## src/rtl/nx1_dpram_rdstream.sv

```systemverilog
// Sequential port-B reader for the 1k x 16 dual-port RAM: issues reads, buffers them in a FIFO, streams valid/ready.
// Optional NX1_RDSTREAM_LAST_EN adds OLAST, marking the final word of each command.
module nx1_dpram_rdstream #(
    parameter int AW         = 10,
    parameter int DW         = 16,
    parameter int FIFO_DEPTH = 4
) (
    input  logic          CLK,
    input  logic          RST,
    input  logic          START,
    input  logic [AW-1:0] SADR,
    input  logic [AW:0]   LEN,
    input  logic          ABORT,
    output logic          BUSY,
    output logic          DONE,
    output logic [AW-1:0] RA,
    output logic          RCS,
    output logic          RWE,
    input  logic [DW-1:0] RI,
    output logic [DW-1:0] OD,
    output logic          OVALID,
`ifdef NX1_RDSTREAM_LAST_EN
    output logic          OLAST,
`endif
    input  logic          OREADY
);

    localparam int PW = $clog2(FIFO_DEPTH);
    localparam int CW = PW + 1;
    localparam logic [AW:0] MAX_LEN = {1'b1, {AW{1'b0}}};

    typedef enum logic [1:0] {IDLE, RUN, DRAIN} state_t;

    state_t          state_q, state_d;
    logic [AW-1:0]   ra_q, ra_d;
    logic [AW:0]     issue_cnt_q, issue_cnt_d;
    logic [AW:0]     accept_cnt_q, accept_cnt_d;
    logic            inflight_q, inflight_d;
    logic            done_q, done_d;
    logic [PW-1:0]   wptr_q, wptr_d;
    logic [PW-1:0]   rptr_q, rptr_d;
    logic [CW-1:0]   cnt_q, cnt_d;
    logic [DW-1:0]   mem_q [FIFO_DEPTH];
    logic [DW-1:0]   mem_d [FIFO_DEPTH];
    logic [DW-1:0]   last_od_q, last_od_d;
`ifdef NX1_RDSTREAM_LAST_EN
    logic [FIFO_DEPTH-1:0] flag_q, flag_d;
    logic                  inflight_last_q, inflight_last_d;
`endif

    logic [AW:0] len_clamped;
    logic        issue;
    logic        push;
    logic        pop;

    assign len_clamped = (LEN > MAX_LEN) ? MAX_LEN : LEN;
    // Occupancy uses registered count: a pop frees room for an issue only in the following cycle.
    assign issue  = (state_q == RUN) && (issue_cnt_q != '0)
                    && ((cnt_q + CW'(inflight_q)) < CW'(FIFO_DEPTH));
    assign push   = inflight_q;
    assign pop    = OVALID && OREADY;

    assign BUSY   = (state_q != IDLE);
    assign DONE   = done_q;
    assign RA     = ra_q;
    assign RCS    = issue;
    assign RWE    = 1'b0;
    assign OVALID = (cnt_q != '0);
    assign OD     = OVALID ? mem_q[rptr_q] : last_od_q;
`ifdef NX1_RDSTREAM_LAST_EN
    assign OLAST  = OVALID && flag_q[rptr_q];
`endif

    always_comb begin
        state_d      = state_q;
        ra_d         = ra_q;
        issue_cnt_d  = issue_cnt_q;
        accept_cnt_d = accept_cnt_q;
        inflight_d   = issue;
        done_d       = 1'b0;
        wptr_d       = wptr_q;
        rptr_d       = rptr_q;
        mem_d        = mem_q;
        last_od_d    = last_od_q;
        cnt_d        = cnt_q + CW'(push) - CW'(pop);
`ifdef NX1_RDSTREAM_LAST_EN
        flag_d          = flag_q;
        inflight_last_d = issue && (issue_cnt_q == (AW+1)'(1));
`endif

        if (push) begin
            mem_d[wptr_q] = RI;
            wptr_d        = wptr_q + PW'(1);
`ifdef NX1_RDSTREAM_LAST_EN
            flag_d[wptr_q] = inflight_last_q;
`endif
        end
        if (pop) begin
            rptr_d    = rptr_q + PW'(1);
            last_od_d = mem_q[rptr_q];
            if (accept_cnt_q != '0) begin
                accept_cnt_d = accept_cnt_q - (AW+1)'(1);
            end
        end
        if (issue) begin
            ra_d        = ra_q + AW'(1);
            issue_cnt_d = issue_cnt_q - (AW+1)'(1);
        end

        case (state_q)
            IDLE: begin
                if (START) begin
                    if (len_clamped != '0) begin
                        ra_d         = SADR;
                        issue_cnt_d  = len_clamped;
                        accept_cnt_d = len_clamped;
                        state_d      = RUN;
                    end else begin
                        done_d = 1'b1;
                    end
                end
            end
            RUN: begin
                if (issue_cnt_d == '0) begin
                    state_d = DRAIN;
                end
            end
            DRAIN: begin
                if (accept_cnt_d == '0) begin
                    state_d = IDLE;
                    done_d  = 1'b1;
                end
            end
            default: state_d = IDLE;
        endcase

        if (ABORT) begin
            state_d      = IDLE;
            issue_cnt_d  = '0;
            accept_cnt_d = '0;
            inflight_d   = 1'b0;
            done_d       = 1'b0;
            wptr_d       = '0;
            rptr_d       = '0;
            cnt_d        = '0;
        end
    end

    always_ff @(posedge CLK or posedge RST) begin
        if (RST) begin
            state_q      <= IDLE;
            ra_q         <= '0;
            issue_cnt_q  <= '0;
            accept_cnt_q <= '0;
            inflight_q   <= 1'b0;
            done_q       <= 1'b0;
            wptr_q       <= '0;
            rptr_q       <= '0;
            cnt_q        <= '0;
            mem_q        <= '{default: '0};
            last_od_q    <= '0;
`ifdef NX1_RDSTREAM_LAST_EN
            flag_q          <= '0;
            inflight_last_q <= 1'b0;
`endif
        end else begin
            state_q      <= state_d;
            ra_q         <= ra_d;
            issue_cnt_q  <= issue_cnt_d;
            accept_cnt_q <= accept_cnt_d;
            inflight_q   <= inflight_d;
            done_q       <= done_d;
            wptr_q       <= wptr_d;
            rptr_q       <= rptr_d;
            cnt_q        <= cnt_d;
            mem_q        <= mem_d;
            last_od_q    <= last_od_d;
`ifdef NX1_RDSTREAM_LAST_EN
            flag_q          <= flag_d;
            inflight_last_q <= inflight_last_d;
`endif
        end
    end

endmodule

```

## config.mk

```make
export PLATFORM = sky130hd
export DESIGN_NAME = nx1_dpram_rdstream
export DESIGN_NICKNAME = d
export VERILOG_FILES = /design/src/rtl/nx1_dpram_rdstream.sv
export SDC_FILE = /design/constraint.sdc
export NUM_CORES = 1
export LEC_CHECK = 0
export ABC_AREA = 1
export CAP_MARGIN = 20
export CELL_PAD_IN_SITES_DETAIL_PLACEMENT = 1
export CELL_PAD_IN_SITES_GLOBAL_PLACEMENT = 1
export CORE_MARGIN = 2
export CORE_UTILIZATION = 39
export CTS_BUF_LIST = sky130_fd_sc_hd__clkbuf_2 sky130_fd_sc_hd__clkbuf_4 sky130_fd_sc_hd__clkbuf_8
export CTS_CLUSTER_SIZE = 12
export DETAILED_ROUTE_END_ITERATION = 10
export GPL_TIMING_DRIVEN = 0
export PLACE_DENSITY_LB_ADDON = 0.1
export SLEW_MARGIN = 20
export SYNTH_ARGS = -nofsm -noshare
export SYNTH_HDL_FRONTEND = slang
export SYNTH_SLANG_ARGS = --single-unit
```

## constraint.sdc

```tcl
create_clock -name CLK -period 4.2 [get_ports CLK]
set_input_delay 1.05 -clock CLK [delete_from_list [all_inputs] [get_ports CLK]]
set_output_delay 1.05 -clock CLK [all_outputs]
set_load 0.03 [all_outputs]
```

Word-level counts from Yosys, hierarchy flattened
Cells that the tools add are included.

Bitwise logic cells: 2. Reductions and logical operators: 15. Eq/ne operators: 6. Mux-type cells: 40. Order comparisons: 5. Add/subtract/negate cells: 7.

Operators with widths (count): 11-bit two-way mux (12); 64-bit bitwise mux (1); 16-bit two-way mux (4); 10-bit two-way mux (4); 11-bit nonzero test (3); 16-bit binary-select mux with 2-bit select (1); 16-bit demux with 2-bit select (1); 11-bit zero test (2); 11-bit by 1-bit subtractor with 11-bit output, second input constant (2); 2-bit two-way mux (9); 11-bit > comparator, second input constant (1); 10-bit by 1-bit adder with 10-bit output, second input constant (1); 3-bit != test, second input constant (3); 3-bit >= comparator, second input constant (2); 2-bit inverter with 3-bit output (2); 2-bit one-hot mux with 3 select lines (1); 2-bit nonzero test (3); 1-bit two-way mux (5); 2-bit by 1-bit adder with 2-bit output, second input constant (2); 1-bit logical AND (4); 4-bit AND reduction (1); 3-bit by 1-bit adder with 3-bit output (1); 3-bit by 1-bit less-than comparator with 1-bit output, second input constant (1); 3-bit less-than comparator, second input constant (1); 8 further kinds (8).

Bits of input ports: 42. Register bits after elaboration: 123. Output and inout port bits: 31.

Logic depth before layout (Yosys ltp)
Depth in word-level cells: 8. Gate-level depth with buffers: 17. Gate-level depth less buffers: 16.

Least setup slack after synthesis
OpenSTA, ideal clock, no wires.

Path type: flip-flop to output port. From: reg rptr_q[0]. To: out OD[10]. Cell stages (with the launch flop): 7. Arrival: 1.859 ns. Path slack: 1.291 ns. Cells stage by stage: dfrtp_1 > clkbuf_1 > clkinv_1 > clkbuf_1 > nand2_1 > a32o_1 > o21ai_0.

Word-level cells in the longest chain between the ends: 5.

Ends and longest elaborated chain: start, declared (line 41) `logic [PW-1:0] rptr_q, rptr_d;`; start signal, assigned (line 174) `rptr_q <= rptr_d;`; 2-bit inverter with 3-bit output (implied by the code) (line 69) `assign OD = OVALID ? mem_q[rptr_q] : last_od_q;`; 16-bit binary-select mux with 2-bit select (line 69); 16-bit two-way mux (implied by the code) (2 in series) (line 69); 16-bit two-way mux (line 69); end, declared (line 20) `output logic [DW-1:0] OD,`.

No other way between the ends. The select of a mux whose other input is x is not followed.

Worst setup path in the final report
From: reg rptr_q[0]. To: out OD[1].

Same word-level chain as after synthesis.

==> impl_metrics.ini <==
[global_route]
grt_start_max_net_pins = 35
antenna_found_initial = 0
track_usage = 0.241
gr-total-overflow = 0
grt_pass1_vias = 6587
grt_pass1_wl_um = 33500

[clock_network]
clock_latency_ps = 450
path_clk_slew_ps = 70
cts_made_buffers = 17
clock_path_buffers = 2
cts-resized-gates = 0
cts_tree = yes
cts-root-buf = clkbuf_8
cts_setup_buffers = 0
cts_sinks = 123
postCtsHoldBufs = 0
htreeDepth = 4

[route]
dr.pass1.iters = 4
num_vias = 5990
wl_per_cell_um = 17.3
drc_errors = 0
drt-total-wl_um = 19900
drtAntennaViolNets = 0
routed_via_density = 5.20
drt_iter0_markers = 307

[sta]
fmax_mhz = 251
finalSetupViolations = 0
maxSlewHeadroom = 0.550
fin_crit_ps = 3980
finalHoldViolCount = 0
worst_pin_slew_ps = 667
setup-tns-final_ps = 0
slew_viol_final = 0
setup_slack_ps = 221
fin_crit_sh = 0.947
skew_ps = 8.42
rsz0062_at_grt = false

[floorplan]
io_pins = 73
core-area_sq_um = 16000
die_w_um = 133
fp-row-count = 46
die_h_um = 133
die-area_sq_um = 17600
initial_core_util = 0.403

[critical_path]
cp-start-kind = register
crit_fanout = 10
worst-endpoint-arrival_ps = 2930
crit_slowest_cell = clkdlybuf4s50_1
cp-end-kind = primary output
cpMostUsedCell = clkbuf_1
worstReg2RegStart = inflight_q
worst-setup-path-type = register to primary output
cp_cell_sequence = clkbuf_1, clkbuf_1, a21oi_1, a32o_1, o21ai_0, clkdlybuf4s50_1
cp_data_required_time_ps = 3150
cp-startpoint = rptr_q[0]
critical-path-max-stage-delay_ps = 700

[place]
hpwlAfterDp_um = 15000
place.gp.congestion = 0.858
portBuffers = 70
preCtsSetupSlack_ps = 552
dpl-instance-area_sq_um = 7500

[synthesis]
synthFlopType = dfrtp_1
synth_area_sq_um = 6440
synth_cells = 830
synth.distinct_cells = 35
ys_ff_latch = 123
yosys_warnings = 0
synth_largest_area_cell = dfrtp_1
syn_area_per_cell_sq_um = 7.76
async_flop_share = 1.00
synth.area.top_cells = dfrtp_1 (48%), nand2_1 (15%), o21ai_0 (9.4%), inv_1 (4.5%), a21oi_1 (3.3%)
ys_seq_area_frac = 0.478
synth.net_count = 883
synth-edff-count = 0
synth_most_common_cell = nand2_1
synth_top_area_share = 0.478
synthTopCellsByCount = nand2_1 (256), dfrtp_1 (123), o21ai_0 (121)

[final_layout]
diodes = 0
final_area_sq_um = 7900
layout-drive-gt1-share = 0.0706
nets = 976
area_growth_pct = 22.5

[power_and_ir_drop]
leakagePower_nw = 3.85
power.density_nw_per_um2 = 855
peakVddDrop_mv = 0.364
p_total_mw = 6.75

[min_path]
worstHoldStart = mem_q[55]
hold_path.class = register to register

[flow_run]
max_cap_viol_count = 0

[outcome]
status = finished, final reports clean
sequential cells by signal, summed over array words and instances, names as in the netlist:
signal	count
DONE	1
RA	10
accept_cnt_q	11
cnt_q	3
inflight_q	1
issue_cnt_q	11
last_od_q	16
mem_q	64
rptr_q	2
state_q	2
wptr_q	2
per-layer routing:
layer  part of all wire  global-route usage  wire, um  vias to the layer above
li1                   -                   -         -                     2884
met1               0.41               0.282      8230                     2950
met2               0.52               0.428     10300                      122
met3              0.035              0.0425       692                       34
met4              0.036               0.117       723                        0
met5                  0                   0         0                        -
final timing paths:
path / end / slack (ps) / depth (start not counted)
max in group asynchronous: last_od_q[5] / 2590 / 4
hold / removal: mem_q[55] / 490 / 2
setup reg to reg: state_q[0] / 1710 / 15
setup / recovery: OD[1] / 220 / 6
hold reg to reg: mem_q[55] / 490 / 2
min in group asynchronous: issue_cnt_q[3] / 920 / 2
worst max-delay path: cells and delay by family (launching register included):
family	cells	cell delay, ps
AO/OA/AOI/OAI	3	660
flip-flops	1	320
buffers and inverters	3	1490
metrics by stage:
stage	utilization	hold WS [ps]	instances
after floorplan	-	453	830
after global placement	0.464	467	1116
after detailed placement	0.469	474	1120
after CTS	0.493	491	1151
after global routing	0.493	514	1151
final	0.493	488	1151
layout make-up:
cell class | instances | area (sq um)
repair buffers | 74 | 781
plain buffers | 40 | 180
multi-input cells | 587 | 2890
inverters | 80 | 304
flip-flops and latches | 123 | 3080
clock inverters | 8 | 92.6
clock buffers | 23 | 298
fillers | 2012 | 8110
well taps | 216 | 270
logic make-up (layout without fill, tap and decap cells):
group | Yosys count | after routing | synth area share
and+or+nand+nor | 378 | 378 | 0.253
AOI/OAI and AO/OA | 187 | 187 | 0.160
DFF | 123 | 123 | 0.478
buffers and inverters | 120 | 225 | 0.0738
adders and majority gates | 11 | 11 | 0.0214
xor gates and xnor gates | 10 | 10 | 0.0136
other | 1 | 1 | 0.000582
layout by cell type, fill, tap and decap left out, drive strengths merged, types with 8 or more instances in the layout:
cell	instances
a21oi	42
a32o	16
buf	8
clkbuf	59
clkdlybuf4s50	70
dfrtp	123
ha	11
inv	77
nand2	264
nand3	35
nand4	10
nor2	53
o21ai	124
report_power, final:
group / total (mW) / internal, mW / switching, mW
registers: 1.99 / 1.66 / 0.333
clock network: 1.05 / 0.585 / 0.467
logic: 3.71 / 1.32 / 2.39
total: 6.75 / 3.56 / 3.19
Note: power is estimated with default switching activity, not from simulation.
